$ cat src/rtl/alu4_pkg.sv
// Shared constants for the registered 4-bit ALU stage: default width and opcodes.
// Flag outputs (carry/zero) elsewhere are compiled in only with ALU4_FLAGS_EN.
package alu4_pkg;

    localparam int ALU4_WIDTH = 4;

    typedef enum logic [2:0] {
        OP_NAND  = 3'b000,
        OP_AND   = 3'b001,
        OP_OR    = 3'b010,
        OP_XOR   = 3'b011,
        OP_ADD   = 3'b100,
        OP_SUB   = 3'b101,
        OP_NOTA  = 3'b110,
        OP_PASSB = 3'b111
    } alu4_op_e;

endpackage

$ cat src/rtl/alu4_if.sv
// Valid/ready request and response bundle for alu4_stage.
// carry/zero exist only when ALU4_FLAGS_EN is defined.
interface alu4_if
    import alu4_pkg::*;
#(
    parameter int WIDTH = ALU4_WIDTH
);
    logic             in_valid;
    logic             in_ready;
    logic [WIDTH-1:0] a;
    logic [WIDTH-1:0] b;
    logic [2:0]       op;

    logic             out_valid;
    logic             out_ready;
    logic [WIDTH-1:0] y;
`ifdef ALU4_FLAGS_EN
    logic             carry;
    logic             zero;
`endif

    modport slave (
        input  in_valid, a, b, op, out_ready,
        output in_ready, out_valid, y
`ifdef ALU4_FLAGS_EN
        , output carry, zero
`endif
    );

    modport master (
        output in_valid, a, b, op, out_ready,
        input  in_ready, out_valid, y
`ifdef ALU4_FLAGS_EN
        , input carry, zero
`endif
    );

endinterface

$ cat src/rtl/alu4_core.sv
// Combinational opcode decode and arithmetic for alu4_stage.
// carry/zero outputs and their logic exist only with ALU4_FLAGS_EN.
module alu4_core
    import alu4_pkg::*;
#(
    parameter int WIDTH = ALU4_WIDTH
) (
    input  logic [WIDTH-1:0] a,
    input  logic [WIDTH-1:0] b,
    input  logic [2:0]       op,
    output logic [WIDTH-1:0] y
`ifdef ALU4_FLAGS_EN
    ,
    output logic             carry,
    output logic             zero
`endif
);
    logic [WIDTH-1:0] nand_y;

    // The library gate is fixed at 4 bits; other widths fall back to plain logic.
    generate
        if (WIDTH == 4) begin : g_nand4
            nand4 u_nand4 (
                .a (a),
                .b (b),
                .y (nand_y)
            );
        end else begin : g_nand_gen
            assign nand_y = ~(a & b);
        end
    endgenerate

    always_comb begin
        y = '0;
`ifdef ALU4_FLAGS_EN
        carry = 1'b0;
`endif
        case (op)
            OP_NAND:  y = nand_y;
            OP_AND:   y = a & b;
            OP_OR:    y = a | b;
            OP_XOR:   y = a ^ b;
            OP_ADD: begin
`ifdef ALU4_FLAGS_EN
                {carry, y} = {1'b0, a} + {1'b0, b};
`else
                y = a + b;
`endif
            end
            OP_SUB: begin
                y = a - b;
`ifdef ALU4_FLAGS_EN
                carry = (a >= b);
`endif
            end
            OP_NOTA:  y = ~a;
            OP_PASSB: y = b;
            default:  y = '0;
        endcase
    end

`ifdef ALU4_FLAGS_EN
    assign zero = (y == '0);
`endif

endmodule

$ cat src/rtl/nand4.sv
// 4-bit bitwise NAND gate from the combinational gate library.
module nand4 (
    input  logic [3:0] a,
    input  logic [3:0] b,
    output logic [3:0] y
);
    assign y = ~(a & b);
endmodule

$ cat src/rtl/alu4_stage.sv
// Two-stage registered ALU (operand register S1, result register S2) with full backpressure.
// Optional carry/zero flags are registered in S2 when ALU4_FLAGS_EN is defined.
module alu4_stage
    import alu4_pkg::*;
#(
    parameter int WIDTH = ALU4_WIDTH
) (
    input  logic  clk,
    input  logic  rst_n,
    alu4_if.slave bus
);
    // vld_pipe[1] = S1 full, vld_pipe[2] = S2 full
    logic [2:1]       vld_pipe;
    logic             s1_valid;
    logic             s2_valid;
    logic             s1_load;
    logic             s2_load;

    logic [WIDTH-1:0] s1_a;
    logic [WIDTH-1:0] s1_b;
    logic [2:0]       s1_op;

    logic [WIDTH-1:0] core_y;
    logic [WIDTH-1:0] y_q;
`ifdef ALU4_FLAGS_EN
    logic             core_carry;
    logic             core_zero;
    logic             carry_q;
    logic             zero_q;
`endif

    assign s1_valid = vld_pipe[1];
    assign s2_valid = vld_pipe[2];

    // out_ready -> in_ready is the only combinational path through the stage.
    assign s2_load     = s1_valid && (!s2_valid || bus.out_ready);
    assign bus.in_ready = !s1_valid || s2_load;
    assign s1_load     = bus.in_valid && bus.in_ready;

    alu4_core #(.WIDTH(WIDTH)) u_core (
        .a     (s1_a),
        .b     (s1_b),
        .op    (s1_op),
        .y     (core_y)
`ifdef ALU4_FLAGS_EN
        ,
        .carry (core_carry),
        .zero  (core_zero)
`endif
    );

    always_ff @(posedge clk) begin
        if (!rst_n) begin
            vld_pipe <= '0;
            s1_a     <= '0;
            s1_b     <= '0;
            s1_op    <= '0;
            y_q      <= '0;
`ifdef ALU4_FLAGS_EN
            carry_q  <= 1'b0;
            zero_q   <= 1'b0;
`endif
        end else begin
            vld_pipe[1] <= s1_load || (s1_valid && !s2_load);
            vld_pipe[2] <= s2_load || (s2_valid && !bus.out_ready);
            if (s1_load) begin
                s1_a  <= bus.a;
                s1_b  <= bus.b;
                s1_op <= bus.op;
            end
            if (s2_load) begin
                y_q     <= core_y;
`ifdef ALU4_FLAGS_EN
                carry_q <= core_carry;
                zero_q  <= core_zero;
`endif
            end
        end
    end

    assign bus.out_valid = s2_valid;
    assign bus.y         = y_q;
`ifdef ALU4_FLAGS_EN
    assign bus.carry     = carry_q;
    assign bus.zero      = zero_q;
`endif

endmodule

$ cat src/flat_wrapper.sv
// flat-port wrapper written by rule: the top's interface ports become plain ports
module alu4_stage_flat import alu4_pkg::*;
#(
    parameter int WIDTH = ALU4_WIDTH
)
  (clk, rst_n, bus_in_valid, bus_a, bus_b, bus_op, bus_out_ready, bus_in_ready, bus_out_valid, bus_y);
  alu4_if #(.WIDTH(WIDTH)) bus_i ();
  input  logic clk;
  input  logic rst_n;
  input wire logic [$bits(bus_i.in_valid)-1:0] bus_in_valid;
  input wire logic [$bits(bus_i.a)-1:0] bus_a;
  input wire logic [$bits(bus_i.b)-1:0] bus_b;
  input wire logic [$bits(bus_i.op)-1:0] bus_op;
  input wire logic [$bits(bus_i.out_ready)-1:0] bus_out_ready;
  output wire logic [$bits(bus_i.in_ready)-1:0] bus_in_ready;
  output wire logic [$bits(bus_i.out_valid)-1:0] bus_out_valid;
  output wire logic [$bits(bus_i.y)-1:0] bus_y;
  assign bus_i.in_valid = bus_in_valid;
  assign bus_i.a = bus_a;
  assign bus_i.b = bus_b;
  assign bus_i.op = bus_op;
  assign bus_i.out_ready = bus_out_ready;
  assign bus_in_ready = bus_i.in_ready;
  assign bus_out_valid = bus_i.out_valid;
  assign bus_y = bus_i.y;
  alu4_stage #(.WIDTH(WIDTH)) u_core (.clk(clk), .rst_n(rst_n), .bus(bus_i));
endmodule
$ cat config.mk
export PLATFORM = sky130hd
export DESIGN_NAME = alu4_stage_flat
export DESIGN_NICKNAME = d
export VERILOG_FILES = /design/src/rtl/alu4_pkg.sv /design/src/rtl/alu4_if.sv /design/src/rtl/alu4_core.sv /design/src/rtl/nand4.sv /design/src/rtl/alu4_stage.sv /design/src/flat_wrapper.sv
export SDC_FILE = /design/constraint.sdc
export NUM_CORES = 1
export LEC_CHECK = 0
export ABC_AREA = 1
export BUFFER_PORTS_ARGS = -buffer_cell sky130_fd_sc_hd__buf_2
export CAP_MARGIN = 20
export CORE_ASPECT_RATIO = 0.6
export CORE_MARGIN = 2
export CORE_UTILIZATION = 45
export CTS_BUF_LIST = sky130_fd_sc_hd__clkbuf_8
export DETAILED_ROUTE_END_ITERATION = 16
export GPL_TIMING_DRIVEN = 0
export PLACE_DENSITY = 0.73
export SKIP_LAST_GASP = 1
export SYNTH_ARGS = -nofsm -noshare
export SYNTH_HDL_FRONTEND = slang
export SYNTH_SLANG_ARGS = --single-unit
$ cat constraint.sdc
create_clock -name clk -period 1.7 [get_ports clk]
set_input_delay 0.17 -clock clk [delete_from_list [all_inputs] [get_ports clk]]
set_output_delay 0.17 -clock clk [all_outputs]
set_load 0.03 [all_outputs]
Word level (Yosys, flattened, before mapping)
Cells that the tools add are included.
{ "word_totals": {"in_bits": 15, "wordCells": 33, "reg_bits": 17} }
{ "op_classes": {"n_eq_ne": 7, "n_mux": 1, "reduce_logical": 13, "bitwise": 5, "addsub": 2} }
{ "ops": {"columns": ["cell", "n"], "rows": [
  ["4-bit one-hot mux with 8 select lines", 1],
  ["3-bit == test (second input constant)", 4],
  ["4-bit NOT", 2],
  ["3-bit by 2-bit == test with 1-bit output (second input constant)", 2],
  ["4-bit adder", 1],
  ["4-bit bitwise AND", 1],
  ["1-bit logical AND", 4],
  ["1-bit zero test", 4],
  ["1-bit logical OR", 4],
  ["4-bit OR", 1],
  ["4-bit subtractor", 1],
  ["4-bit XOR", 1],
  ["3-bit by 1-bit == test with 1-bit output (second input constant)", 1],
  ["3-bit zero test", 1]
]} }

Longest topological paths before layout
{ "depth": {"depth_word": 6, "depth_mapped": 14, "mapped_depth_nobuf": 14} }

By module
From an unflattened synthesis, not the netlist that was laid out.
{ "unflattened": {"cells_unflattened": 198, "hier_area_um2": 1345.0} }
{ "by_module_without_submodules": {"columns": ["mod", "area_each_um2", "instances", "cells_each"], "rows": [
  ["alu4_stage", 785.8, 1, 103],
  ["alu4_core", 544.3, 1, 91],
  ["nand4", 15.0, 1, 4]
]} }

Worst setup path before layout
OpenSTA, ideal clock, no wires.
{ "synth_timing": {"path_kind": "reg2reg", "startpoint": "register u_core.s1_b[0]", "endpoint": "register u_core.y_q[1], in the netlist u_core.bus.y[1]", "setup_time_ns": 0.120, "t_required_ns": 1.580, "path_stages_with_launch": 11, "period_less_slack_ns": 1.871, "t_arrival_ns": 1.751, "path_slack_ns": -0.171, "n_path_buf": 0, "cell_sequence": "dfxtp_1 > inv_1 > ha_1 > nand2_1 > o21ai_0 > fa_1 > o21ai_0 > nor2_1 > o2111ai_1 > nand2_1 > a21oi_1"} }
{ "synth_between": {"elab_chain_len": 2, "elab_cells_between_ends": 3, "classes_between": "2 x add/sub; 1 x mux"} }
{ "synth_lines": {"columns": ["element", "line_no", "source"], "rows": [
  ["start: declaration", "alu4_stage.sv:20", "logic [WIDTH-1:0] s1_b;"],
  ["start signal: assignment", "alu4_stage.sv:68", "s1_b <= bus.b;"],
  ["4-bit subtractor or 4-bit adder (tied branches)", "alu4_core.sv:51, alu4_core.sv:47", null],
  ["4-bit one-hot mux with 8 select lines (*)", "alu4_core.sv:38", "case (op)"],
  ["end signal: assignment", "alu4_stage.sv:72", "y_q <= core_y;"],
  ["end: declaration", "alu4_stage.sv:24", "logic [WIDTH-1:0] y_q;"]
]} }
Mark *: on every way between the ends. The rest lies on a longest branch, timed or not.
A chain may end at the register's enable or synchronous reset.

Worst setup path after layout
{ "layout_timing": {"startpoint": "register u_core.s1_b[1]", "endpoint": "register u_core.y_q[1], in the netlist u_core.bus.y[1]"} }
{ "layout_between": {"elab_chain_len": 3, "elab_cells_between_ends": 7, "classes_between": "2 x add/sub; 1 x mux; 4 x bitwise"} }
{ "layout_lines": {"columns": ["element", "line_no"], "rows": [
  ["parallel branches: the longest is 2 deep, another holds 4-bit subtractor", null],
  ["4-bit one-hot mux with 8 select lines (*)", "alu4_core.sv:38"]
]} }
Every way passes the cells marked *.

==> impl_metrics.tcl <==
set metrics [dict create \
    grt_pass1_wl_um 4995 \
    gp_congestion 0.8993 \
    groute.usage.overall_pct 22.69 \
    drt_iter0_drc 40 \
    path_clk_slew_ns 0.07 \
    layout-drive-gt1-share_pct 28.21 \
    synth_warnings 0 \
    max_freq_ghz 0.5573 \
    clock_tree.root_cell "clkbuf_8" \
    synth_edf_count 0 \
    status "finished with violations" \
    cap_violations 0 \
    fin_skew_ns 0.002560 \
    cts_inserted_buffers 3 \
    ys_ff_latch 17 \
    crit_path_start "u_core.s1_b[1]" \
    htreeDepth 1 \
    first_pass_iters 6 \
    dpl.hpwl_um 2373 \
    r2r_start "u_core.s1_b[1]" \
    netlist_area_um2 1132 \
    synth_cell_types 22 \
    yosysSeqAreaShare_pct 30.06 \
    yosys.area.top_type "dfxtp_1" \
    grt_pass1_vias 1091 \
    vias_per_cell 5.198 \
    post-route-period-util_pct 105.5 \
    path_class "reg2reg" \
    die_h_um 42.86 \
    power-per-cell-area_nw_per_um2 766.1 \
    cp.required_ns 1.84 \
    ys_top_cells_by_area "dfxtp_1 30%, ha_1 13%, nand2_1 10%, inv_1 9.0%, a21oi_1 8.0%" \
    worst_slack_ns -0.09427 \
    slew_violations 0 \
    layout_commonest_cell "nand2_1" \
    synthCells 164 \
    antenna_cells 0 \
    die_area_um2 2947 \
    rsz0062_at_grt "yes" \
    antenna_found_initial 0 \
    pre_cts_slack_ns -0.2171 \
    clkSinkCount 17 \
    clockBufferDepth 2 \
    pin_count 21 \
    placement.io_buffers 20 \
    r2r_slack_ns -0.09 \
    setup_viol 3 \
    rows 14 \
    syn_avg_cell_area_um2 6.904 \
    hold_violations 0 \
    die_w_um 68.76 \
    fin_nets 224 \
    synth_nets 192 \
    wl_um 2964 \
    start_util_pct 46.17 \
    drc_errors 0 \
    crit_arrival_ns 1.93 \
    end_kind "register" \
    layout_min_cycle_time_ns 1.794 \
    vias 1180 \
    insertion_delay_ns 0.25 \
    finalPower_mw 1.098 \
    leakage_nw 0.7029 \
    netlist.area_leader.share_pct 30.06 \
    tightest_slew_ns 0.3211 \
    grt_max_degree 11 \
    cts_tree "yes" \
    synth_flop_cell "dfxtp_1" \
    core_region_area_um2 2452 \
    ir_drop_mv 0.4455 \
    final_cell_mix "29 x nand2_1, 24 x inv_1, 21 x buf_2" \
    hp-class "in2reg" \
    worstSetupStartpointType "register" \
    min_from "bus_in_valid" \
    violations "setup timing" \
    postRouteAntennaNets 0 \
    slew_headroom_pct 78.59 \
    overflow 0 \
    wl_per_cell_um 13.06 \
    async_flop_share_pct 0 \
    path_max_fanout 2 \
    syn2layout_area_growth_pct 26.52 \
]
[synth_stat cells (all sizes together), types with 2 or more instances]
| cell type | number |
|---|---|
| ha | 12 |
| inv | 29 |
| nand4 | 2 |
| o2111ai | 2 |
| clkbuf | 2 |
| a21oi | 18 |
| nor2 | 11 |
| nand3 | 12 |
| o21ai | 18 |
| nand2 | 31 |
| dfxtp | 17 |
| o22ai | 3 |
| xor2 | 2 |
[power by group]
part | switching (mW) | total [mW] | leakage (nW) | internal, mW
clock | 0.144 | 0.307 | 0.0255 | 0.163
sequential | 0.0314 | 0.461 | 0.143 | 0.430
combinational | 0.198 | 0.330 | 0.535 | 0.132
total | 0.374 | 1.10 | 0.703 | 0.724
[flip-flops by register name, indices dropped and copies added, names as in the netlist]
name and cells:
u_core.vld_pipe 2, u_core.s1_op 3, u_core.bus.y 4, u_core.s1_a 4, u_core.s1_b 4
[stage by stage]
step | cells | instance area (µm²) | hold WS, ns | util [%] | setup TNS [ns]
5_1_grt | 227 | 1433 | 0.1851 | 58.42 | -0.5117
3_5_place_dp | 216 | 1279 | 0.4414 | 52.14 | -0.5569
2_1_floorplan | 164 | 1139 | 0.3040 | - | -0.02296
6_report | 227 | 1433 | 0.1761 | 58.42 | -0.2199
4_1_cts | 226 | 1411 | 0.1731 | 57.55 | -0.2037
3_3_place_gp | 216 | 1279 | 0.4199 | 52.14 | -0.3513
[repair_timing]
item                       in CTS  in global routing
buffers inserted                6                  1
setup endpoints to repair       3                  3
hold buffers                    0                  0
pin swaps                       7                  3
gates resized for setup        13                  4
[final timing paths]
kind / endpoint / cells after the start
worst max-delay path: u_core.bus.y[1] / 10
worst min-delay path: u_core.vld_pipe[1] / 3
worst max register to register: u_core.bus.y[1] / 10
worst min register to register: u_core.bus.y[1] / 2
[layout make-up]
cell class	instances	area (µm²)
fill	222	1020
multi-input combinational	114	708.2
sequential	17	349.1
timing repair buffer	27	152.6
inverter	30	122.6
clock buffer	3	41.29
tap	32	40.04
buffer	3	13.76
clock inverter	1	5.005
[worst max-delay path, stage by stage (launching register included)]
cell and delay, ns:
dfxtp_2 0.35, inv_4 0.04, ha_4 0.23, nand2_2 0.05, o21ai_2 0.07, fa_2 0.54
o21ai_1 0.06, nor2_1 0.09, o2111ai_1 0.11, nand2_1 0.08, a21oi_1 0.06
[metal layers]
layer / global-route usage, % / routed length [µm]
met1: 31.98 / 1449
met2: 35.77 / 1310
met3: 4.775 / 167
met4: 4.314 / 37
met5: 0 / 0
[cells by family (layout without fill, tap and decap cells)]
kind of cell | count (synthesis) | in the layout | share of synthesized area (%)
AND/OR/NAND/NOR | 58 | 58 | 22.76
AO/OA/AOI/OAI | 41 | 41 | 19.45
buffers and inverters | 33 | 64 | 11.16
flip-flops | 17 | 17 | 30.06
adder cells (fa/ha/maj) | 13 | 13 | 15.03
XOR/XNOR | 2 | 2 | 1.547
No activity file was read; power rests on OpenSTA's default activity.
